$ cat src/rtl/bla_sub_serial_if.sv
`default_nettype none
// ============================================================================
// Module      : bla_sub_serial_if
// Description : Operand/result handshake bundle for the slice-serial
//               borrow-lookahead subtractor. The master drives operands and
//               accepts results; the slave is the subtractor itself.
// Revision    : 1.0 - initial release
// ============================================================================
interface bla_sub_serial_if #(
  parameter int WIDTH = 16
);
  // Operand side
  logic             in_valid;
  logic             in_ready;
  logic [WIDTH-1:0] a;
  logic [WIDTH-1:0] b;
  logic             bin;
  // Result side
  logic             out_valid;
  logic             out_ready;
  logic [WIDTH-1:0] diff;
  logic             bout;
  logic             zero;

  modport master (
    output in_valid, a, b, bin, out_ready,
    input  in_ready, out_valid, diff, bout, zero
  );

  modport slave (
    input  in_valid, a, b, bin, out_ready,
    output in_ready, out_valid, diff, bout, zero
  );
endinterface
`default_nettype wire

$ cat src/rtl/bla_sub_serial.sv
`default_nettype none
// ============================================================================
// Module      : bla_sub_serial
// Description : Slice-serial subtractor, diff = a - b - bin over WIDTH bits,
//               resolving SLICE bits per clock with borrow lookahead inside
//               each slice (g = ~a & b, p = ~(a ^ b)). Valid/ready on both
//               the operand and the result side.
//               Optional feature macro: SUB_SAT_EN -- when defined, an
//               unsigned underflow clamps diff to 0 (zero=1, bout still 1).
// Revision    : 1.0 - initial release
// ============================================================================
module bla_sub_serial #(
  parameter int WIDTH = 16,
  parameter int SLICE = 4
) (
  input  logic            clk,
  input  logic            rst_n,
  bla_sub_serial_if.slave bus
);

  localparam int c_NSLICE = WIDTH / SLICE;
  localparam int c_CW     = (c_NSLICE > 1) ? $clog2(c_NSLICE) : 1;
  localparam logic [c_CW-1:0] c_LAST = c_CW'(c_NSLICE - 1);

  // Operands must split into whole slices
  generate
    if (((WIDTH % SLICE) != 0) || (WIDTH < SLICE)) begin : g_bad_slice
      $error("bla_sub_serial: WIDTH must be a non-zero integer multiple of SLICE");
    end
  endgenerate

  typedef enum logic [1:0] {
    S_IDLE = 2'd0,
    S_BUSY = 2'd1,
    S_DONE = 2'd2
  } state_t;

  state_t r_state;
  state_t w_state_nxt;

  // Working registers: operands shift right one slice per BUSY cycle so the
  // current slice always sits in the low SLICE bits.
  logic [WIDTH-1:0] r_a;
  logic [WIDTH-1:0] r_b;
  logic             r_brw;
  logic [WIDTH-1:0] r_acc;
  logic [c_CW-1:0]  r_cnt;

  // Delivered result, only written when the last slice resolves so that a
  // partial difference is never visible on the outputs.
  logic [WIDTH-1:0] r_diff;
  logic             r_bout;
  logic             r_zero;

  logic             w_in_ready;
  logic             w_out_valid;
  logic             w_accept;
  logic             w_last;

  logic [SLICE-1:0] w_as;
  logic [SLICE-1:0] w_bs;
  logic [SLICE-1:0] w_g;
  logic [SLICE-1:0] w_p;
  logic [SLICE:0]   w_bc;
  logic [SLICE-1:0] w_ds;
  logic             w_term;
  logic             w_pp;
  logic             w_bo;

  logic [WIDTH+SLICE-1:0] w_cat;
  logic [WIDTH-1:0]       w_acc_nxt;
  logic [WIDTH-1:0]       w_fin;

  assign w_as   = r_a[SLICE-1:0];
  assign w_bs   = r_b[SLICE-1:0];
  assign w_last = (r_cnt == c_LAST);

  // Slice borrow lookahead: each internal borrow is a flat OR of generate
  // terms qualified by the propagate run above them, plus the slice borrow-in.
  always_comb begin
    w_g    = ~w_as & w_bs;
    w_p    = ~(w_as ^ w_bs);
    w_bc   = '0;
    w_term = 1'b0;
    w_pp   = 1'b0;
    w_bc[0] = r_brw;
    for (int i = 0; i < SLICE; i++) begin
      w_term = w_g[i];
      w_pp   = w_p[i];
      for (int j = i - 1; j >= 0; j--) begin
        w_term = w_term | (w_pp & w_g[j]);
        w_pp   = w_pp & w_p[j];
      end
      w_bc[i+1] = w_term | (w_pp & r_brw);
    end
    w_ds = w_as ^ w_bs ^ w_bc[SLICE-1:0];
  end

  assign w_bo = w_bc[SLICE];

  // New slice enters at the top of the accumulator; after NSLICE shifts the
  // whole difference is aligned at bit 0.
  assign w_cat     = {w_ds, r_acc};
  assign w_acc_nxt = w_cat[WIDTH+SLICE-1:SLICE];

`ifdef SUB_SAT_EN
  assign w_fin = w_bo ? '0 : w_acc_nxt;
`else
  assign w_fin = w_acc_nxt;
`endif

  // FSM state register
  always_ff @(posedge clk or negedge rst_n) begin
    if (!rst_n) begin
      r_state <= S_IDLE;
    end else begin
      r_state <= w_state_nxt;
    end
  end

  // FSM next-state and handshake outputs
  always_comb begin
    w_state_nxt = r_state;
    w_in_ready  = 1'b0;
    w_out_valid = 1'b0;
    case (r_state)
      S_IDLE: begin
        w_in_ready = 1'b1;
        if (bus.in_valid) begin
          w_state_nxt = S_BUSY;
        end
      end
      S_BUSY: begin
        if (w_last) begin
          w_state_nxt = S_DONE;
        end
      end
      S_DONE: begin
        w_out_valid = 1'b1;
        if (bus.out_ready) begin
          w_state_nxt = S_IDLE;
        end
      end
      default: begin
        w_state_nxt = S_IDLE;
      end
    endcase
  end

  assign w_accept = w_in_ready & bus.in_valid;

  // Operand capture, per-slice resolution and final result latch
  always_ff @(posedge clk or negedge rst_n) begin
    if (!rst_n) begin
      r_a    <= '0;
      r_b    <= '0;
      r_brw  <= 1'b0;
      r_acc  <= '0;
      r_cnt  <= '0;
      r_diff <= '0;
      r_bout <= 1'b0;
      r_zero <= 1'b0;
    end else if (w_accept) begin
      r_a   <= bus.a;
      r_b   <= bus.b;
      r_brw <= bus.bin;
      r_acc <= '0;
      r_cnt <= '0;
    end else if (r_state == S_BUSY) begin
      r_a   <= r_a >> SLICE;
      r_b   <= r_b >> SLICE;
      r_brw <= w_bo;
      r_acc <= w_acc_nxt;
      r_cnt <= r_cnt + 1'b1;
      if (w_last) begin
        r_diff <= w_fin;
        r_bout <= w_bo;
        r_zero <= (w_fin == '0);
      end
    end
  end

  assign bus.in_ready  = w_in_ready;
  assign bus.out_valid = w_out_valid;
  assign bus.diff      = r_diff;
  assign bus.bout      = r_bout;
  assign bus.zero      = r_zero;

endmodule
`default_nettype wire

$ cat src/flat_wrapper.sv
// flat-port wrapper written by rule: the top's interface ports become plain ports
module bla_sub_serial_flat 
#(
  parameter int WIDTH = 16,
  parameter int SLICE = 4
)
  (clk, rst_n, bus_in_valid, bus_a, bus_b, bus_bin, bus_out_ready, bus_in_ready, bus_out_valid, bus_diff, bus_bout, bus_zero);
  bla_sub_serial_if #(.WIDTH(WIDTH)) bus_i ();
  input  logic clk;
  input  logic rst_n;
  input wire logic [$bits(bus_i.in_valid)-1:0] bus_in_valid;
  input wire logic [$bits(bus_i.a)-1:0] bus_a;
  input wire logic [$bits(bus_i.b)-1:0] bus_b;
  input wire logic [$bits(bus_i.bin)-1:0] bus_bin;
  input wire logic [$bits(bus_i.out_ready)-1:0] bus_out_ready;
  output wire logic [$bits(bus_i.in_ready)-1:0] bus_in_ready;
  output wire logic [$bits(bus_i.out_valid)-1:0] bus_out_valid;
  output wire logic [$bits(bus_i.diff)-1:0] bus_diff;
  output wire logic [$bits(bus_i.bout)-1:0] bus_bout;
  output wire logic [$bits(bus_i.zero)-1:0] bus_zero;
  assign bus_i.in_valid = bus_in_valid;
  assign bus_i.a = bus_a;
  assign bus_i.b = bus_b;
  assign bus_i.bin = bus_bin;
  assign bus_i.out_ready = bus_out_ready;
  assign bus_in_ready = bus_i.in_ready;
  assign bus_out_valid = bus_i.out_valid;
  assign bus_diff = bus_i.diff;
  assign bus_bout = bus_i.bout;
  assign bus_zero = bus_i.zero;
  bla_sub_serial #(.WIDTH(WIDTH), .SLICE(SLICE)) u_core (.clk(clk), .rst_n(rst_n), .bus(bus_i));
endmodule
$ cat config.mk
export PLATFORM = sky130hd
export DESIGN_NAME = bla_sub_serial_flat
export DESIGN_NICKNAME = d
export VERILOG_FILES = /design/src/rtl/bla_sub_serial_if.sv /design/src/rtl/bla_sub_serial.sv /design/src/flat_wrapper.sv
export SDC_FILE = /design/constraint.sdc
export NUM_CORES = 1
export LEC_CHECK = 0
export ABC_AREA = 1
export BUFFER_PORTS_ARGS = -buffer_cell sky130_fd_sc_hd__buf_2
export CAP_MARGIN = 20
export CORE_ASPECT_RATIO = 1.1
export CORE_MARGIN = 2
export CORE_UTILIZATION = 25
export CTS_CLUSTER_DIAMETER = 50
export DETAILED_ROUTE_END_ITERATION = 10
export PLACE_DENSITY_LB_ADDON = 0.3
export SETUP_SLACK_MARGIN = 0.1
export SYNTH_ARGS = -nofsm -noshare
export SYNTH_HDL_FRONTEND = slang
export SYNTH_SLANG_ARGS = --single-unit
$ cat constraint.sdc
create_clock -name clk -period 1.86 [get_ports clk]
set_clock_uncertainty 0.05 [all_clocks]
set_input_delay 0.093 -clock clk [delete_from_list [all_inputs] [get_ports clk]]
set_output_delay 0.093 -clock clk [all_outputs]
set_load 0.01 [all_outputs]
==> flow_summary_export.csv <==
group,metric,value,unit
routing,drt_iter0_drc,60,
yosys,synthTopCellsByCount,"nand2_1 (108), dfrtp_1 (67), inv_1 (37)",
timing,hold_viol,0,
placed_design,portBuffers,56,
timing,fin_crit_sh,0.871,
timing,fin_crit,1620,ps
yosys,synthArstFlopShare,1.00,
clock_tree,clock-sinks,67,
yosys,synth-seq-cells,67,
yosys,ys_warn_count,0,
placed_design,dpl.hpwl,4650,um
die,fp.coreArea,0.0114,mm^2
pwr,powerDensity,1730,mW/mm^2
yosys,synth_top_area_share,0.581,
timing,max-slew-margin-rel,0.708,
routing,drt-met1-wl,3250,um
routing,first_pass_iters,5,
routing,routed_via_density,4.24,
clock_tree,cts_buffer_depth,2,
timing,drv_slew,0,
pwr,power,0.00698,W
setup_path,critPathMaxFanout,3,
worst_hold_path,min_path_type,"primary input to async pin",
routing,antenna_left,0,
die,start_util,0.253,
global_route,grt_pass1_wl,11800,um
setup_path,required,2070,ps
pwr,p_leak,2.04,nW
setup_path,arrival,1830,ps
timing,tightest_slew,438,ps
setup_path,critPathMaxStageDelay,530,ps
pwr,vdd_ir_drop_max,0.000580,V
yosys,synth_edf_count,0,
yosys,synth.most_common_cell,"nand2_1",
final_layout,drive_gt1_frac,0.209,
setup_path,cp_cell_sequence,"inv_1 > fa_1 > nor2_1 > nand2_1 > nor2_1 > nand3_1 > nor2_1 > nand2_1 > nand2_1",
clock_tree,cts_tree,"done",
global_route,antenna_found_initial,0,
final_layout,n_antenna_cell,0,
yosys,synth_cell_type_count,23,
final_layout,syn2layout_area_growth,40.2,%
timing,fmaxAchievable,0.617,GHz
setup_path,crit_slowest_cell,"fa_1",
yosys,synthFlopType,"dfrtp_1",
routing,wl_met3,323,um
die,die_h,117,um
die,num_io_pins,57,
yosys,netlist_instances,317,
routing,wl_per_cell,12.1,um
timing,whs,186,ps
yosys,ys_seq_area_frac,0.581,
global_route,grt_max_degree,39,
run_status,status,"finished clean",
clock_tree,cts_max_level,3,
clock_tree,path_clk_slew,50,ps
placed_design,gp_congestion,0.762,
global_route,grt_pass1_vias,2378,
routing,vias,2427,
global_route,overflow,0,
routing,highest_layer,"met4",
timing,setup_tns,0,ps
clock_tree,ctsRootBufferMaster,"clkbuf_16",
yosys,syn_nets,361,
die,fp-row-count,41,
routing,route.met2.wl,3260,um
yosys,yosys.area.top_type,"dfrtp_1",
routing,drt-total-wl,6930,um
setup_path,crit_path_start_kind,"flip-flop",
global_route,grtUsageTotal,0.122,
setup_path,cp-end-kind,"flip-flop",
clock_tree,clk_latency,330,ps
die,die_area,0.0124,mm^2
final_layout,final_nets,461,
yosys,syn_avg_cell_area,9.10,um^2
die,die_x,106,um
run,cap_violations,0,
yosys,synthTopCellsByArea,"dfrtp_1 (58%), nand2_1 (14%), inv_1 (4.8%)",
routing,drc_errors,0,
clock_tree,numCtsBuffers,9,
timing,finalSetupViolCount,0,
timing,rsz0062_at_grt,"no",
yosys,netlist_area,0.00289,mm^2
setup_path,critical_path_class,"flip-flop to flip-flop",
-- kinds of logic (layout without fill, tap and decap cells) --
group	after synthesis	after routing	synth area share
AO/OA/AOI/OAI	54	54	0.124
flip-flops	67	67	0.581
AND/OR/NAND/NOR	136	136	0.186
adder cells (fa/ha/maj)	7	7	0.0330
buffers and inverters	53	158	0.0750
-- layer usage --
layer  vias to the layer above  GRT usage
met2                        58      0.206
met4                         0     0.0390
met1                      1136      0.154
met5                         -          0
li1                       1224          -
met3                         9     0.0329
-- placed cells by master, fill, tap and decap left out, types with 8 or more instances in the layout --
cell type / n
nand3_1: 12
nor2_1: 10
nand2_1: 108
inv_1: 37
clkbuf_16: 9
dlygate4sd3_1: 36
buf_4: 8
o211ai_1: 11
dfrtp_1: 67
o21ai_0: 18
buf_2: 56
-- critical path: cells and delay by family (launching register included) --
kind	cells	cell delay, ps
adders and majority gates	1	530
buffers and inverters	1	90
DFF	1	370
and+or+nand+nor	7	530
-- state kept, by name, summed over array words and instances, names as in the netlist --
name	cells
u_core.bus.bout	1
u_core.r_b	16
u_core.r_cnt	2
u_core.r_brw	1
u_core.bus.zero	1
u_core.bus.diff	16
u_core.r_acc	12
u_core.r_a	16
u_core.r_state	2
-- timing repair --
item	4_1_cts	5_1_grt
buffers inserted	0	3
setup endpoints to repair	0	1
gates resized for setup	0	1
hold buffers	36	0
hold endpoints to repair	52	0
-- metrics by stage --
stage | setup WS, ps | utilization | cell area, um^2 | std cells
global route | 101 | 0.355 | 4050 | 572
CTS | 247 | 0.353 | 4020 | 569
finish | 240 | 0.355 | 4050 | 572
floorplan | 361 | - | 2890 | 317
detailed placement | 259 | 0.295 | 3360 | 517
global placement | 295 | 0.295 | 3360 | 517
-- where the power goes --
group / internal (W) / switching (W)
combinational: 0.00112 / 0.00177
sequential: 0.00210 / 0.000318
clock: 0.00107 / 0.000605
-- cell type report --
type	instances	area (um^2)
clock inverters	4	50.0
inverters	40	150
clock buffers	12	246
well taps	150	188
flip-flops and latches	67	1680
multi-input cells	197	995
fillers	1229	7340
repair buffers	102	741
-- final timing paths --
path | from | endpoint | slack [ps] | depth (start not counted)
setup / recovery | u_core.r_b[0] | u_core.bus.zero | 240 | 9
hold / removal | rst_n | u_core.bus.diff[8] | 190 | 2
setup reg to reg | u_core.r_b[0] | u_core.bus.zero | 240 | 9
hold reg to reg | u_core.bus.diff[10] | u_core.bus.diff[10] | 430 | 2
max in group asynchronous | rst_n | u_core.r_a[5] | 1020 | 3
min in group clk | u_core.bus.diff[10] | u_core.bus.diff[10] | 430 | 2
No activity file was read; power rests on OpenSTA's default activity.
